<file path="config.mk">
export PLATFORM = sky130hd
export DESIGN_NAME = io_frame_sequencer
export DESIGN_NICKNAME = d
export VERILOG_FILES = /design/src/rtl/io_frame_pkg.sv /design/src/rtl/io_frame_watchdog.sv /design/src/rtl/io_frame_sequencer.sv
export SDC_FILE = /design/constraint.sdc
export NUM_CORES = 1
export LEC_CHECK = 0
export ABC_AREA = 1
export BUFFER_PORTS_ARGS = -buffer_cell sky130_fd_sc_hd__buf_2
export CAP_MARGIN = 20
export CORE_UTILIZATION = 30
export CTS_BUF_LIST = sky130_fd_sc_hd__clkbuf_16
export DETAILED_ROUTE_END_ITERATION = 7
export PLACE_DENSITY = 0.51
export SYNTH_ARGS = -nofsm -noshare
export SYNTH_HDL_FRONTEND = slang
export SYNTH_SLANG_ARGS = --single-unit
</file>
<file path="constraint.sdc">
create_clock -name clk -period 1.6 [get_ports clk]
set_input_delay 0.16 -clock clk [delete_from_list [all_inputs] [get_ports clk]]
set_output_delay 0.16 -clock clk [all_outputs]
set_load 0.005 [all_outputs]
</file>
<file path="src/rtl/io_frame_pkg.sv">
// Shared definitions for the UART frame sequencer: FSM encoding and byte constants.
package io_frame_pkg;

  typedef enum logic [1:0] {
    RECV        = 2'd0,
    COMPUTE_IN  = 2'd1,
    COMPUTE_OUT = 2'd2,
    SEND        = 2'd3
  } frame_state_t;

  localparam int BYTE_BITS = 8;
  localparam logic [BYTE_BITS-1:0] DROP_COUNT_MAX = 8'd255;

endpackage

</file>
<file path="src/rtl/io_frame_watchdog.sv">
// Idle-clock watchdog: counts enabled clocks with no activity and pulses expire
// on the clock where the count would reach TimeoutClocks-1.
module io_frame_watchdog #(
  parameter int TimeoutClocks = 1024
) (
  input  logic clk,
  input  logic rst_n,
  input  logic clear,
  input  logic enable,
  output logic expire
);

  localparam int CNT_W = $clog2(TimeoutClocks);

  logic [CNT_W-1:0] idle_cnt;

  // Activity (clear) in the expiry cycle suppresses the timeout.
  assign expire = enable && !clear && (idle_cnt == CNT_W'(TimeoutClocks - 2));

  // Idle counter: restarts on activity, when disabled, or after firing.
  always_ff @(posedge clk or negedge rst_n) begin
    if (!rst_n) begin
      idle_cnt <= '0;
    end else if (clear || !enable || expire) begin
      idle_cnt <= '0;
    end else begin
      idle_cnt <= idle_cnt + CNT_W'(1);
    end
  end

endmodule

</file>
<file path="src/rtl/io_frame_sequencer.sv">
// Frame sequencer between the UART and a ready/valid computation: assembles
// input bytes big-endian, hands the frame over, collects the result and
// serializes it MSB byte first, throttling the host through clear_to_send_out_n.
module io_frame_sequencer
  import io_frame_pkg::*;
#(
  parameter int InputBytes    = 1,
  parameter int OutputBytes   = 1,
  parameter int TimeoutClocks = 1024
) (
  input  logic                          clk,
  input  logic                          rst_n,
  input  logic [BYTE_BITS-1:0]          rx_byte,
  input  logic                          rx_byte_valid,
  output logic                          clear_to_send_out_n,
  output logic [BYTE_BITS*InputBytes-1:0]  flat_input,
  output logic                          flat_input_valid,
  input  logic                          flat_input_ready,
  input  logic [BYTE_BITS*OutputBytes-1:0] flat_output,
  input  logic                          flat_output_valid,
  output logic                          flat_output_ready,
  output logic [BYTE_BITS-1:0]          tx_byte,
  output logic                          tx_byte_valid,
  input  logic                          tx_byte_ready,
  output logic                          frame_error,
  output logic [BYTE_BITS-1:0]          dropped_count
);

  localparam int IN_W      = BYTE_BITS * InputBytes;
  localparam int OUT_W     = BYTE_BITS * OutputBytes;
  localparam int IN_CNT_W  = (InputBytes  > 1) ? $clog2(InputBytes)  : 1;
  localparam int OUT_CNT_W = (OutputBytes > 1) ? $clog2(OutputBytes) : 1;

  frame_state_t         state;
  frame_state_t         state_next;
  logic [IN_CNT_W-1:0]  in_cnt;
  logic [OUT_CNT_W-1:0] out_cnt;
  logic [OUT_W-1:0]     out_shift;
  logic                 in_last;
  logic                 out_last;
  logic                 wd_enable;
  logic                 wd_expire;

  assign tx_byte   = out_shift[OUT_W-1 -: BYTE_BITS];
  assign in_last   = (in_cnt == IN_CNT_W'(InputBytes - 1));
  assign out_last  = (out_cnt == OUT_CNT_W'(OutputBytes - 1));
  assign wd_enable = (state == RECV) && (in_cnt != '0);

  io_frame_watchdog #(
    .TimeoutClocks(TimeoutClocks)
  ) u_watchdog (
    .clk    (clk),
    .rst_n  (rst_n),
    .clear  (rx_byte_valid),
    .enable (wd_enable),
    .expire (wd_expire)
  );

  // Next-state decode; also feeds the registered clear-to-send output.
  always_comb begin
    state_next = state;
    case (state)
      RECV:        if (rx_byte_valid && in_last)      state_next = COMPUTE_IN;
      COMPUTE_IN:  if (flat_input_ready)              state_next = COMPUTE_OUT;
      COMPUTE_OUT: if (flat_output_valid)             state_next = SEND;
      SEND:        if (tx_byte_ready && out_last)     state_next = RECV;
      default:                                        state_next = RECV;
    endcase
  end

  // Sequencer FSM with registered handshake outputs and shift registers.
  always_ff @(posedge clk or negedge rst_n) begin
    if (!rst_n) begin
      state               <= RECV;
      clear_to_send_out_n <= 1'b1;
      flat_input          <= '0;
      flat_input_valid    <= 1'b0;
      flat_output_ready   <= 1'b0;
      out_shift           <= '0;
      tx_byte_valid       <= 1'b0;
      frame_error         <= 1'b0;
      dropped_count       <= '0;
      in_cnt              <= '0;
      out_cnt             <= '0;
    end else begin
      state               <= state_next;
      clear_to_send_out_n <= (state_next != RECV);
      frame_error         <= 1'b0;

      if (rx_byte_valid && (state != RECV) && (dropped_count != DROP_COUNT_MAX)) begin
        dropped_count <= dropped_count + 8'd1;
      end

      case (state)
        RECV: begin
          if (rx_byte_valid) begin
            flat_input <= (flat_input << BYTE_BITS) | IN_W'(rx_byte);
            if (in_last) begin
              in_cnt           <= '0;
              flat_input_valid <= 1'b1;
            end else begin
              in_cnt <= in_cnt + IN_CNT_W'(1);
            end
          end else if (wd_expire) begin
            in_cnt      <= '0;
            frame_error <= 1'b1;
          end
        end
        COMPUTE_IN: begin
          if (flat_input_ready) begin
            flat_input_valid  <= 1'b0;
            flat_output_ready <= 1'b1;
          end
        end
        COMPUTE_OUT: begin
          if (flat_output_valid) begin
            out_shift         <= flat_output;
            flat_output_ready <= 1'b0;
            tx_byte_valid     <= 1'b1;
            out_cnt           <= '0;
          end
        end
        SEND: begin
          if (tx_byte_ready) begin
            out_shift <= out_shift << BYTE_BITS;
            if (out_last) begin
              tx_byte_valid <= 1'b0;
              out_cnt       <= '0;
            end else begin
              out_cnt <= out_cnt + OUT_CNT_W'(1);
            end
          end
        end
        default: ;
      endcase
    end
  end

endmodule

</file>
; After elaboration in Yosys (flattened, before gate mapping)
; Index checks and enable logic that the tools add are counted.
[op_classes]
mux = 29
reduce_logical = 24
div_mod_pow = 0
mul = 0
n_eq_ne = 11
add_sub_neg = 4
bitwise_logic = 2
n_lt_le_gt_ge = 0
shift = 0
[ops]
columns = op, count
row1 = $mux 1, 16
row2 = $mux 8, 2
row3 = $pmux 8 s2, 1
row4 = $ne 2x2->1 const B, 6
row5 = $reduce_bool 2->1, 6
row6 = $add 10x1->10 const B, 1
row7 = $eq 10x10->1 const B, 1
row8 = $mux 10, 1
row9 = $add 8x1->8 const B, 1
row10 = $mux 2, 4
row11 = $ne 8x8->1 const B, 1
row12 = $pmux 1 s2, 4
row13 = $pmux 2 s4, 1
row14 = $reduce_and 4->1, 2
row15 = $logic_and 1x1->1, 7
row16 = $reduce_and 3->1, 2
row17 = $eq 2x2->1 const B, 2
row18 = $reduce_and 2->1, 2
row19 = $add 1x1->1 const B, 2
row20 = $eq 2x1->1 const B, 1
row21 = $logic_not 1->1, 2
row22 = $logic_not 2->1, 1
row23 = $logic_or 1x1->1, 2
row24 = $not 1->1, 2
[totals]
mem_bits_ro = 0
input_bits = 22
out_inout_bits = 29
regBits = 43
ramBits = 0
latchBits = 0
mem_count = 0
word_cells = 82

; Longest topological paths before layout
[depth]
ltp_word = 7
depth_mapped = 8
depth_no_buf = 8

; Hierarchy
; Synthesis repeated with hierarchy kept, for this count alone.
[hier_totals]
hier_cells = 237
hier_area_um2 = 1989.4
[by_module_without_submodules]
columns = mod, area_each_um2, instances, seq_area_each_um2, cells_per_inst
row1 = io_frame_sequencer, 1427.6, 1, 777.0, 169
row2 = io_frame_watchdog, 561.8, 1, 250.2, 68

; Worst setup path before layout
; OpenSTA, ideal clock, no wires.
[synth_path]
path_type = reg-to-reg
start = register dropped_count[0]
end = register dropped_count[4]
arrival_time_ns = 1.156
stages_incl_launch_ff = 9
setup_time_ns = 0.116
synth_period_minus_slack_ns = 1.272
setup_slack_ns = 0.328
n_path_buf = 0
required_time_ns = 1.484
cell_sequence = dfrtp_1 -> ha_1 -> nand2_2 -> nor2_1 -> nand2_1 -> nand2_4 -> inv_4 -> nand2_1 -> nand2_1
[synth_via]
elab_chain_cells = 2
word_cells_on_any_way = 3
cone_classes = add/sub: 1 / eq/ne: 1 / reduce/logical: 1
[synth_rtl]
columns = item, line_no
row1 = start: declaration, io_frame_sequencer.sv:26  ; output logic [BYTE_BITS-1:0] dropped_count
row2 = start signal: assignment, io_frame_sequencer.sv:91  ; dropped_count <= dropped_count + 8'd1;
row3 = "parallel branches: the longest is 2 deep, another holds $add 8x1->8", -
; Several ways; the timed one is not identified.
; A chain may end at the register's enable or synchronous reset.

; Final worst setup path
[layout_path]
start = register dropped_count[0]
end = register dropped_count[5]
; Same word-level chain as after synthesis.

==> flow_metrics.py <==
metrics = {
    "floorplanning": {
        "placementRows": 24,
        "die_h_um": 69.5,
        "dieArea_um2": 4820,
        "start_util_pct": 31.4,
        "die-width_um": 69.5,
        "core-area_um2": 4350,
        "ios": 51,
    },
    "timing": {
        "slew_headroom_pct": 55.5,
        "grt_setup_unrepaired": "no",
        "period_minus_slack_ns": 1.38,
        "hold_viol": 0,
        "finalMaxSlewViolations": 0,
        "fin_skew_ns": 0.00268,
        "tightest_slew_ns": 0.668,
        "setup_viol": 0,
        "period_share_pct": 86.3,
        "tns_ns": 0,
        "fmax_mhz": 725,
    },
    "layout": {
        "mostFrequentLayoutCells": "nand2_1 (69), buf_2 (49), dfrtp_1 (29), nand3_1 (22), inv_1 (10)",
        "final_common_cell": "nand2_1",
        "final_util_pct": 41.3,
        "syn_to_final_growth_pct": 31.7,
        "drive_gt1_share_pct": 30.0,
        "diodes": 0,
        "fin_nets": 240,
    },
    "cts": {
        "cts_buffer_depth": 2,
        "insertion_delay_ns": 0.27,
        "cts_tree": "built",
        "cts_buffers": 5,
        "cts_resized": 0,
        "path_clk_slew_ns": 0.05,
        "cts_root_buf": "clkbuf_16",
        "postCtsSetupRepairBufs": 0,
        "cts.sinks": 30,
        "cts_max_level": 2,
    },
    "run": {
        "cap_violations": 0,
    },
    "worst_setup_path": {
        "reg2reg_to": "dropped_count[5]",
        "critPathCaptureType": "register",
        "crit_path_max_fanout": 9,
        "crit_type": "reg2reg",
        "startpoint": "dropped_count[0]",
        "critPathCapture": "dropped_count[5]",
        "critPathLaunchType": "register",
        "reg2reg_slack_ns": 0.22,
        "worst_r2r_path_depth": 8,
        "worstReg2RegStart": "dropped_count[0]",
        "critPathRequiredTime_ns": 1.76,
        "worstPathArrival_ns": 1.54,
    },
    "pwr": {
        "power_density_nw_per_um2": 1780,
        "p_leak_nw": 1.01,
        "ir_drop_mv": 0.664,
    },
    "synth": {
        "yosys.area.top_type_share_pct": 53.2,
        "synth_edf_count": 0,
        "yosys_warnings": 0,
        "synth_top_area_cell": "dfrtp_1",
        "synthArstFlopShare_pct": 100,
        "synth_ff_type": "dfrtp_1",
        "synth.area.top_cells": "dfrtp_1 (53%), nand2_1 (19%), nand3_1 (8.1%)",
        "syn_area_per_cell_um2": 8.37,
        "ys_ff_latch": 30,
        "yosysSeqAreaShare_pct": 55.1,
        "ys_types": 23,
        "synthCells": 163,
        "syn_nets": 186,
        "syn_area_um2": 1370,
    },
    "routing": {
        "final_antenna_net_count": 0,
        "wl_um": 2910,
        "avgRoutedWirePerCell_um": 10.8,
        "drt_iter0_markers": 58,
        "drtPass1Iterations": 4,
        "remaining_drc_errors": 0,
        "drt-vias-per-instance": 4.51,
        "vias": 1212,
    },
    "status": {
        "status": "finished, final reports clean",
    },
    "global_routing": {
        "track_usage_pct": 13.0,
        "grt_pass1_wl_um": 4810,
        "antenna_found_initial": 0,
        "grt_max_degree": 31,
        "gr-total-overflow": 0,
        "grt_pass1_vias": 1093,
    },
    "place": {
        "dp_hpwl_um": 2090,
        "gp_congestion": 0.758,
        "io_buffers": 49,
    },
    "min_path": {
        "hp-class": "in2reg",
    },
}
[cell type report]
| cell class | count | area [um2] |
|---|---|---|
| Timing Repair Buffer | 51 | 263 |
| Clock inverter | 2 | 7.51 |
| Clock buffer | 5 | 125 |
| Multi-Input combinational cell | 118 | 539 |
| Inverter | 11 | 46.3 |
| Fill cell | 435 | 2560 |
| Sequential cell | 30 | 752 |
| Tap cell | 52 | 65.1 |
[per-stage QoR]
step / hold WS, ns / cells / power [mW] / cell area (um2) / worst slack (ns)
2_1_floorplan: -0.136 / 163 / 1.95 / 1370 / 0.328
3_3_place_gp: 0.244 / 261 / 2.39 / 1660 / 0.268
3_5_place_dp: 0.240 / 261 / 2.40 / 1660 / 0.212
4_1_cts: 0.0837 / 269 / 3.27 / 1800 / 0.211
5_1_grt: 0.104 / 269 / 3.48 / 1800 / 0.0869
6_report: 0.0925 / 269 / 3.20 / 1800 / 0.220
[cell families after synthesis]
logic type	count (synthesis)	share of synthesized area (%)
buffers and inverters	15	5.41
AND/OR/NAND/NOR	108	34.6
XOR/XNOR	3	1.93
flip-flops	30	55.1
AO/OA/AOI/OAI	5	1.83
adder cells (fa/ha/maj)	1	0.916
other	1	0.275
[critical path, cell delays in order (launching register included)]
cell	delay, ns
dfrtp_1	0.44
ha_1	0.23
nand2_2	0.08
nor2_1	0.13
nand2_1	0.10
nand2_4	0.12
inv_4	0.06
nand2_1	0.06
nand2_1	0.04
[how the worst min path moves through the flow]
stage                              start          endpoint  slack, ns  depth (start not counted)
after CTS                 flat_output[0]        tx_byte[0]       0.08                          3
after detailed placement           rst_n     tx_byte_valid       0.24                          1
after global placement             rst_n     tx_byte_valid       0.24                          1
final                     flat_output[0]        tx_byte[0]       0.09                          3
after global routing      flat_output[1]        tx_byte[1]       0.10                          3
after floorplan                    rst_n  dropped_count[0]      -0.14                          0
[Yosys cell counts (2+ instances only)]
master and instances:
dfrtp_1 29, nor2_1 9, nand2_2 2, nand3_1 22, o21ai_1 2, nor2_4 2, inv_1 8, nand2_1 69
buf_4 3, a21oi_1 2, xor2_1 2, inv_4 2
[timing repair]
action / 4_1_cts / 5_1_grt
setup endpoints to repair: 0 / 0
hold buffers: 1 / 0
hold endpoints to repair: 29 / 0
[metal layers]
metal | part of all wire [%] | up-vias | track usage [%]
met4 | 1.8 | 0 | 5.44
met1 | 46 | 554 | 16.1
met5 | 0 | - | 0
met3 | 5.1 | 6 | 4.51
met2 | 47 | 34 | 20.6
li1 | - | 618 | -
[power breakdown]
group          internal (mW)  total (mW)  switching [mW]
Sequential              1.07        1.33           0.263
Combinational          0.464        1.03           0.562
Clock                  0.552       0.839           0.287
[state kept, by name, summed over array words and instances (netlist names)]
name / flops
tx_byte_valid: 1
dropped_count: 8
state: 2
tx_byte: 8
flat_output_ready: 1
flat_input_valid: 1
clear_to_send_out_n: 1
flat_input: 8
Note: power is estimated with default switching activity, not from simulation.
